$ cat config.mk
export PLATFORM = sky130hd
export DESIGN_NAME = card_match_judge
export DESIGN_NICKNAME = d
export VERILOG_FILES = /design/src/rtl/card_match_judge.sv
export SDC_FILE = /design/constraint.sdc
export NUM_CORES = 1
export LEC_CHECK = 0
export ABC_AREA = 1
export BUFFER_PORTS_ARGS = -buffer_cell sky130_fd_sc_hd__buf_2
export CORE_MARGIN = 4
export CORE_UTILIZATION = 44
export CTS_BUF_LIST = sky130_fd_sc_hd__clkbuf_16
export CTS_CLUSTER_DIAMETER = 60
export DETAILED_ROUTE_END_ITERATION = 16
export PLACE_DENSITY_LB_ADDON = 0.2
export SLEW_MARGIN = 20
export SYNTH_ARGS = -nofsm -noshare
export SYNTH_HDL_FRONTEND = slang
export SYNTH_SLANG_ARGS = --single-unit
$ cat constraint.sdc
create_clock -name clk -period 3.29 [get_ports clk]
set_input_delay 0.1645 -clock clk [delete_from_list [all_inputs] [get_ports clk]]
set_output_delay 0.1645 -clock clk [all_outputs]
set_load 0.05 [all_outputs]
$ cat src/rtl/card_match_judge.sv
`default_nettype none
// +----------------------------------------------------------------------------+
// | Module   : card_match_judge                                                |
// | Purpose  : Judges a keypad card pick against the tile ahead of the chicken,|
// |            times the reveal window and tracks chicken progress to the goal. |
// | Revision : 1.0  initial release                                            |
// +----------------------------------------------------------------------------+
module card_match_judge #(
  parameter int NCARDS     = 12,
  parameter int NPIC       = 6,
  parameter int TRACK_LEN  = 24,
  parameter int PIC_STEP   = 5,
  parameter int GOAL_STEPS = 30,
  parameter int REVEAL_CYC = 8
) (
  input  logic       clk,
  input  logic       rst,
  input  logic [3:0] key,
  input  logic       key_valid,
  input  logic       arm,
  input  logic       adv,
  output logic       c,
  output logic       go,
  output logic       win,
  output logic [4:0] pos,
  output logic [2:0] face,
  output logic       busy
);

  localparam int         SW          = $clog2(GOAL_STEPS + 1);
  localparam int         TW          = (REVEAL_CYC > 1) ? $clog2(REVEAL_CYC) : 1;
  localparam logic [2:0] C_AHEAD_RST = 3'(PIC_STEP % NPIC);

  typedef enum logic [1:0] {
    S_IDLE   = 2'd0,
    S_LOOK   = 2'd1,
    S_REVEAL = 2'd2,
    S_DONE   = 2'd3
  } state_t;

  state_t            r_state;
  logic [3:0]        r_idx;
  logic              r_match;
  logic [TW-1:0]     r_timer;
  logic [NCARDS-1:0] r_used;
  logic [SW-1:0]     r_steps;
  logic [2:0]        r_ahead;

  logic [3:0]  w_idx;
  logic        w_key_ok;
  logic [15:0] w_used_ext;
  logic        w_accept;
  logic [2:0]  w_pic;
  logic        w_adv_ok;
  logic [3:0]  w_ahead_sum;
  logic [2:0]  w_ahead_next;
  logic [4:0]  w_pos_next;
  logic [SW-1:0] w_steps_inc;

  assign w_idx        = key - 4'd1;
  assign w_key_ok     = (key != 4'd0) && (key <= 4'(NCARDS));
  assign w_used_ext   = 16'(r_used);
  assign w_accept     = key_valid & arm & w_key_ok & ~w_used_ext[w_idx] & ~win;
  assign w_pic        = 3'(w_idx % 4'(NPIC));
  assign w_adv_ok     = adv & go & ~win;
  assign w_ahead_sum  = 4'({1'b0, r_ahead}) + 4'(PIC_STEP);
  assign w_ahead_next = (w_ahead_sum >= 4'(NPIC)) ? 3'(w_ahead_sum - 4'(NPIC)) : 3'(w_ahead_sum);
  assign w_pos_next   = (pos == 5'(TRACK_LEN - 1)) ? 5'd0 : pos + 5'd1;
  assign w_steps_inc  = r_steps + SW'(1);

  always_ff @(posedge clk) begin
    if (!rst) begin
      r_state <= S_IDLE;
      r_idx   <= 4'd0;
      r_match <= 1'b0;
      r_timer <= '0;
      r_used  <= '0;
      r_steps <= '0;
      r_ahead <= C_AHEAD_RST;
      c       <= 1'b0;
      go      <= 1'b0;
      win     <= 1'b0;
      pos     <= 5'd0;
      face    <= 3'd0;
      busy    <= 1'b0;
    end else begin
      c <= 1'b0;

      // Consuming go here guarantees one advance per successful match.
      if (w_adv_ok) begin
        pos     <= w_pos_next;
        r_ahead <= w_ahead_next;
        r_steps <= w_steps_inc;
        go      <= 1'b0;
        if (w_steps_inc == SW'(GOAL_STEPS)) begin
          win <= 1'b1;
        end
      end

      case (r_state)
        S_IDLE: begin
          if (w_accept) begin
            r_idx   <= w_idx;
            face    <= w_pic;
            busy    <= 1'b1;
            go      <= 1'b0;
            r_state <= S_LOOK;
          end
        end
        S_LOOK: begin
          r_match <= (face == r_ahead);
          r_timer <= TW'(REVEAL_CYC - 1);
          r_state <= S_REVEAL;
        end
        S_REVEAL: begin
          if (r_timer == '0) begin
            r_state <= S_DONE;
          end else begin
            r_timer <= r_timer - TW'(1);
          end
        end
        S_DONE: begin
          c       <= 1'b1;
          go      <= r_match;
          busy    <= 1'b0;
          // A miss ends the turn and frees every card again.
          if (r_match) begin
            r_used <= r_used | (NCARDS'(1) << r_idx);
          end else begin
            r_used <= '0;
          end
          r_state <= S_IDLE;
        end
        default: r_state <= S_IDLE;
      endcase
    end
  end

endmodule
`default_nettype wire

==> metrics.cfg, run 1 <==
[synth]
async_flop_share_pct = 0
synthTopCellsByArea = dfxtp_1 (37%), nand2_1 (7.8%), ha_1 (7.2%)
yosysTopAreaCell = dfxtp_1
synth_warnings = 0
synth_cells = 301
synth-seq-area-share_pct = 37.3
synth_ff_type = dfxtp_1
syn_area_per_cell_um2 = 7.49
synth_area_mm2 = 0.00226
synth_seq_cells = 42
synth.distinct_cells = 36
synth_top_area_share_pct = 37.3
synth_edf_count = 0
syn_nets = 323

[placement]
place_hpwl_um = 3620
place_area_mm2 = 0.00239
place.gp.congestion = 0.878
numPortBuffers = 20
dp_cells = 377

[critical_path]
critical_path_required_ns = 3.43
critPathKind = flop to flop
end_kind = flop
crit_arrival_ns = 1.93
crit_path_max_fanout = 15
startpoint_type = flop

[power_and_ir_drop]
p_leak_nw = 1.05
p_sw_share_pct = 31.5
switching_power_mw = 0.419
p_int_mw = 0.912
comb_power_share_pct = 20.8
pwr_density_cell_mw_per_mm2 = 527
p_clk_share_pct = 34.4
seqPwrFrac_pct = 44.8
irDropWorstVdd_uv = 336
power_mw = 1.33

[grt]
overflow = 0
grt_usage_pct = 16.9
grt_pass1_wl_um = 8440
grt_pass1_vias = 1859
antenna_found_initial = 0
grt_max_degree = 24

[sta]
rsz0062_at_grt = no
tns_ns = 0
finalCriticalPeriod_ns = 1.79
drv_slew = 0
tightest_slew_ns = 0.816
finalClockSkew_ns = 0.00393
finalCritPeriodShare_pct = 54.5
setup_viol = 0
timing.hold.ws_ns = 0.280
fmax_ghz = 0.557
max_slew_margin_pct = 45.5
hold_viol_final = 0

[clock_network]
htree_levels = 2
path_clk_slew_ns = 0.06
clock-root-buffer = clkbuf_16
cts_tree = yes
cts_resized = 0
cts_made_buffers = 5
cts.path.max_buffers = 2
clk_latency_ns = 0.28
cts_setup_buffers = 0
clock-sinks = 42
cts_hold_buffers = 0

[floorplan]
io_pins = 21
floorplan.die_area_mm2 = 0.00634
start_util_pct = 46.5
die_height_um = 79.6
core-area_mm2 = 0.00485
fp.dieW_um = 79.6
num_rows = 25

[finish]
ff_latch_area_um2 = 841
antenna_cells = 0
fin_area_mm2 = 0.00253
fin_cells = 385
fillers = 481
drive_above_1_share_pct = 15.4
finalNetCount = 339
multi_input_area_mm2 = 0.00121
area.growth.synth_to_final_pct = 12.0

[outcome]
outcome = finished, final reports clean

[flow_run]
maxCapViolCount = 0

[routing]
antenna_left = 0
num_vias = 1946
drc = 0
post_drt_wl_per_cell_um = 12.7
wl_um = 4900
drt-vias-per-instance = 5.05
first_pass_iters = 4
drtIter0Drc = 110

[worst_hold_path]
hold_path_class = primary input to flop

==> Yosys cell counts (3+ instances only) <==
library cell   n
nand2_1       47
dfxtp_1       42
inv_1         35
a21oi_1       27
o21ai_0       27
nand3_1       26
nor2_1        18
ha_1          13
clkbuf_1       8
nand2_2        7
nand4_1        6
o21ai_1        4
xnor2_1        4
a21oi_2        3
a31oi_1        3
inv_2          3
nand3_4        3
xor2_1         3
==> power groups by stage <==
| stage | Clock [mW] | Combinational (mW) | Sequential (mW) |
|---|---|---|---|
| floorplan | 0 | 0.215 | 0.601 |
| global placement | 0 | 0.270 | 0.607 |
| detailed placement | 0 | 0.275 | 0.606 |
| CTS | 0.468 | 0.277 | 0.595 |
| global route | 0.496 | 0.317 | 0.604 |
| finish | 0.458 | 0.276 | 0.597 |
==> flip-flops by register name, summed over array words and instances (netlist names) <==
| register | flops |
|---|---|
| busy | 1 |
| r_match | 1 |
| face | 3 |
| r_idx | 4 |
| win | 1 |
| c | 1 |
| r_state | 2 |
| r_ahead | 3 |
| go | 1 |
| r_steps | 5 |
| pos | 5 |
| r_used | 12 |
| r_timer | 3 |
==> placed cells by master (no fill, tap or decap), drive strengths merged <==
| cell | Yosys | routed |
|---|---|---|
| nand2 | 55 | 55 |
| a21oi | 30 | 30 |
| nor3 | 2 | 2 |
| xor2 | 3 | 3 |
| nor3b | 1 | 1 |
| dfxtp | 42 | 42 |
| o21ai | 31 | 31 |
| nand3b | 1 | 1 |
| nor2 | 21 | 21 |
| clkbuf | 8 | 5 |
| xnor2 | 4 | 4 |
| a31o | 1 | 1 |
| a221oi | 1 | 1 |
| clkinv | 0 | 3 |
| a21o | 2 | 2 |
| ha | 13 | 13 |
| o21a | 1 | 1 |
| inv | 40 | 40 |
| nand3 | 30 | 30 |
| o211a | 1 | 1 |
| a31oi | 3 | 3 |
| o211ai | 2 | 2 |
| buf | 3 | 20 |
| nand4 | 6 | 6 |
==> kinds of logic (layout without fill, tap and decap cells) <==
group           Yosys count  count (layout)  share of synthesized area (%)
simple gates            116             116                           25.8
compound gates           72              72                           17.7
buf+inv                  51              68                           9.21
flops                    42              42                           37.3
fa+ha+maj                13              13                           7.21
xor+xnor                  7               7                           2.72
==> stage by stage <==
stage	util [%]	setup WS (ns)
2_1_floorplan	-	1.67
3_3_place_gp	49.3	1.44
3_5_place_dp	49.3	1.39
4_1_cts	52.1	1.49
5_1_grt	52.1	1.28
6_report	52.1	1.50
==> worst max-delay path, cell delays in order, from the launching register on <==
cell and delay (ns):
dfxtp_1 0.32, inv_1 0.10, nand3_1 0.32, inv_1 0.48
nand4_1 0.17, o21ai_0 0.20, a221oi_1 0.07
==> path summary, 6_finish.rpt <==
path | startpoint | to | slack (ns) | cells past startpoint
worst max register to register | win$_SDFFE_PN0P_ | pos[3]$_SDFFE_PN0P_ | 1.50 | 6
worst min-delay path | rst | c$_SDFF_PN0_ | 0.28 | 3
worst max-delay path | win$_SDFFE_PN0P_ | pos[3]$_SDFFE_PN0P_ | 1.50 | 6
worst min register to register | r_used[5]$_SDFFE_PN0P_ | r_used[5]$_SDFFE_PN0P_ | 0.47 | 2
==> final cells by class <==
class	instances	area share [%]
multi-input combinational	208	47.8
sequential	42	33.3
inverter	40	6.24
clock buffer	5	4.95
timing repair buffer	20	3.96
tap	67	3.32
clock inverter	3	0.446
==> routing by layer <==
metal,vias to the layer above,share of wire (%),GRT usage [%],routed length [um]
li1,1029,-,-,-
met1,878,51,23.2,2510
met2,32,44,26.3,2170
met3,7,3.1,3.05,154
met4,0,1.4,6.36,70
met5,-,0,0,0
Power figures use the tool's default switching activity.
==> inputs of run 2 (changes only) <==
==> constraint.sdc (replaced) <==
create_clock -name clk -period 1.6 [get_ports clk]
set_input_delay 0.08 -clock clk [delete_from_list [all_inputs] [get_ports clk]]
set_output_delay 0.08 -clock clk [all_outputs]
set_load 0.05 [all_outputs]
==> run 2 against run 1 <==
  * Total power increased by 110%
  * Setup slack got worse by 1.3 ns
  * Register-to-register slack got worse by 1.3 ns
  * Cell count increased by 3.6%
  * Wire length increased by 0.41%
  * Sequential power increased by 99%
  * Combinational power increased by 140%
  * First-iteration DRC count increased by 22%
  * Hold slack got worse by 0.041 ns
  * Core utilization increased by 2.3 points
  * Sequential share of layout area decreased by 1.4 points
  * Highest routed layer unchanged
==> metrics.cfg, run 2 (synthesized netlist as in run 1, its figures left out) <==
[routing]
first_pass_iters = 4  ; unchanged
drt-vias-per-instance = 5.04  ; was 5.05
num_vias = 2011  ; was 1946
drc = 0  ; unchanged
drtIter0Drc = 134  ; was 110
antenna_left = 0  ; unchanged
wl_um = 4920  ; was 4900 um
post_drt_wl_per_cell_um = 12.3  ; was 12.7 um

[finish]
multi_input_area_mm2 = 0.00121  ; unchanged
finalNetCount = 355  ; was 339
largest_reg_flops = 12  ; unchanged
fillers = 488  ; was 481
ff_latch_area_um2 = 841  ; unchanged
fin_cells = 399  ; was 385
fin_area_mm2 = 0.00264  ; was 0.00253 mm2
area.growth.synth_to_final_pct = 17.0  ; was 12.0%
regMostFlops = r_used  ; unchanged
final_cell_mix = nand2_1 (47), dfxtp_1 (42), inv_1 (35), o21ai_0 (27), a21oi_1 (27)  ; unchanged
drive_above_1_share_pct = 19.6  ; was 15.4%
final_common_cell = nand2_1  ; unchanged
top_regs = r_used: 12 flops, pos: 5 flops, r_steps: 5 flops  ; unchanged
antenna_cells = 0  ; unchanged

[clock_network]
cts_tree = yes  ; unchanged
cts_hold_buffers = 0  ; unchanged
clock-sinks = 42  ; unchanged
cts_setup_buffers = 0  ; unchanged
cts_resized = 0  ; unchanged
clock-root-buffer = clkbuf_16  ; unchanged
clk_latency_ns = 0.28  ; about the same
path_clk_slew_ns = 0.06  ; about the same
htree_levels = 2  ; unchanged
cts_made_buffers = 5  ; unchanged
cts.path.max_buffers = 2  ; unchanged

[critical_path]
crit_arrival_ns = 1.58  ; was 1.93 ns
critPathKind = flop to flop  ; unchanged
critical_path_required_ns = 1.76  ; was 3.43 ns
crit_path_max_fanout = 8  ; was 15
end_kind = flop  ; unchanged
startpoint_type = flop  ; unchanged

[worst_hold_path]
hold_path_class = primary input to flop  ; unchanged

[grt]
grt_usage_pct = 17.0  ; was 16.9%
grt_pass1_vias = 1821  ; was 1859
grt_max_degree = 24  ; unchanged
grt_pass1_wl_um = 8510  ; was 8440 um
antenna_found_initial = 0  ; unchanged
overflow = 0  ; unchanged

[floorplan]
core-area_mm2 = 0.00485  ; unchanged
die_height_um = 79.6  ; unchanged
io_pins = 21  ; unchanged
start_util_pct = 46.5  ; unchanged
floorplan.die_area_mm2 = 0.00634  ; unchanged
num_rows = 25  ; unchanged
fp.dieW_um = 79.6  ; unchanged

[power_and_ir_drop]
pwr_density_cell_mw_per_mm2 = 1050  ; was 527 mW/mm2
irDropWorstVdd_uv = 539  ; was 336 uV
p_leak_nw = 1.12  ; was 1.05 nW

[sta]
setup_viol = 0  ; unchanged
max_slew_margin_pct = 76.1  ; was 45.5%
rsz0062_at_grt = no  ; unchanged
finalCriticalPeriod_ns = 1.43  ; was 1.79 ns
finalCritPeriodShare_pct = 89.2  ; was 54.5%
tns_ns = 0  ; unchanged
tightest_slew_ns = 0.358  ; was 0.816 ns
hold_viol_final = 0  ; unchanged
fmax_ghz = 0.701  ; was 0.557 GHz
finalClockSkew_ns = 0.00380  ; was 0.00393 ns
drv_slew = 0  ; unchanged

[placement]
place_hpwl_um = 3600  ; was 3620 um
numPortBuffers = 20  ; unchanged
place.gp.congestion = 0.815  ; was 0.878
dp_cells = 393  ; was 377
place_area_mm2 = 0.00251  ; was 0.00239 mm2

[outcome]
outcome = finished, final reports clean  ; unchanged

[flow_run]
maxCapViolCount = 0  ; unchanged

[run 2: changes by cell type in the layout (fill, tap and decap cells not counted)]
cell / change
clkinv_1: -2
buf_4: +16
[run 2: path summary, 6_finish.rpt]
check / startpoint / to / slack, ns / depth (start not counted)
setup / recovery: win$_SDFFE_PN0P_ / face[2]$_SDFFE_PN0P_ / 0.17 / 9
hold / removal: key[3] / r_idx[3]$_SDFFE_PN0P_ / 0.24 / 4
setup reg to reg: win$_SDFFE_PN0P_ / face[2]$_SDFFE_PN0P_ / 0.17 / 9
hold reg to reg: r_used[5]$_SDFFE_PN0P_ / r_used[5]$_SDFFE_PN0P_ / 0.47 / 2
[run 2: stage by stage]
| step | setup WS, ns | hold slack, ns | util [%] | power (mW) |
|---|---|---|---|---|
| 3_5_place_dp | 0.000513 | 0.470 | 51.8 | 1.85 |
| 6_report | 0.173 | 0.238 | 54.4 | 2.77 |
| 3_3_place_gp | 0.0387 | 0.464 | 51.8 | 1.85 |
| 2_1_floorplan | 0.0616 | 0.331 | - | 1.68 |
| 5_1_grt | 0.0354 | 0.270 | 54.4 | 2.92 |
| 4_1_cts | 0.157 | 0.237 | 54.4 | 2.79 |
[run 2: where the power goes]
group / internal (mW) / switching, mW
Combinational: 0.223 / 0.425
Clock: 0.555 / 0.370
Sequential: 1.13 / 0.0619
[run 2: critical path, cell delays in order, from the launching register on]
cell	delay, ns
dfxtp_1	0.32
inv_1	0.10
nand3_1	0.07
nand3b_1	0.23
nor2_4	0.17
nand3_4	0.13
inv_4	0.12
nand2_1	0.06
o21ai_1	0.07
nor2_1	0.05
[run 2: final cells by class]
type                    count  area share, %
well taps                  67           3.18
inverters                  40           5.97
clock inverters             1          0.142
repair buffers             36           8.35
flip-flops and latches     42           31.9
multi-input cells         208           45.8
clock buffers               5           4.74
[run 2: per-layer routing]
metal | routed length (um) | vias up | track usage [%]
li1 | - | 1056 | -
met1 | 2560 | 908 | 23.9
met2 | 2120 | 45 | 25.9
met3 | 212 | 2 | 3.95
met4 | 28 | 0 | 4.64
met5 | 0 | - | 0
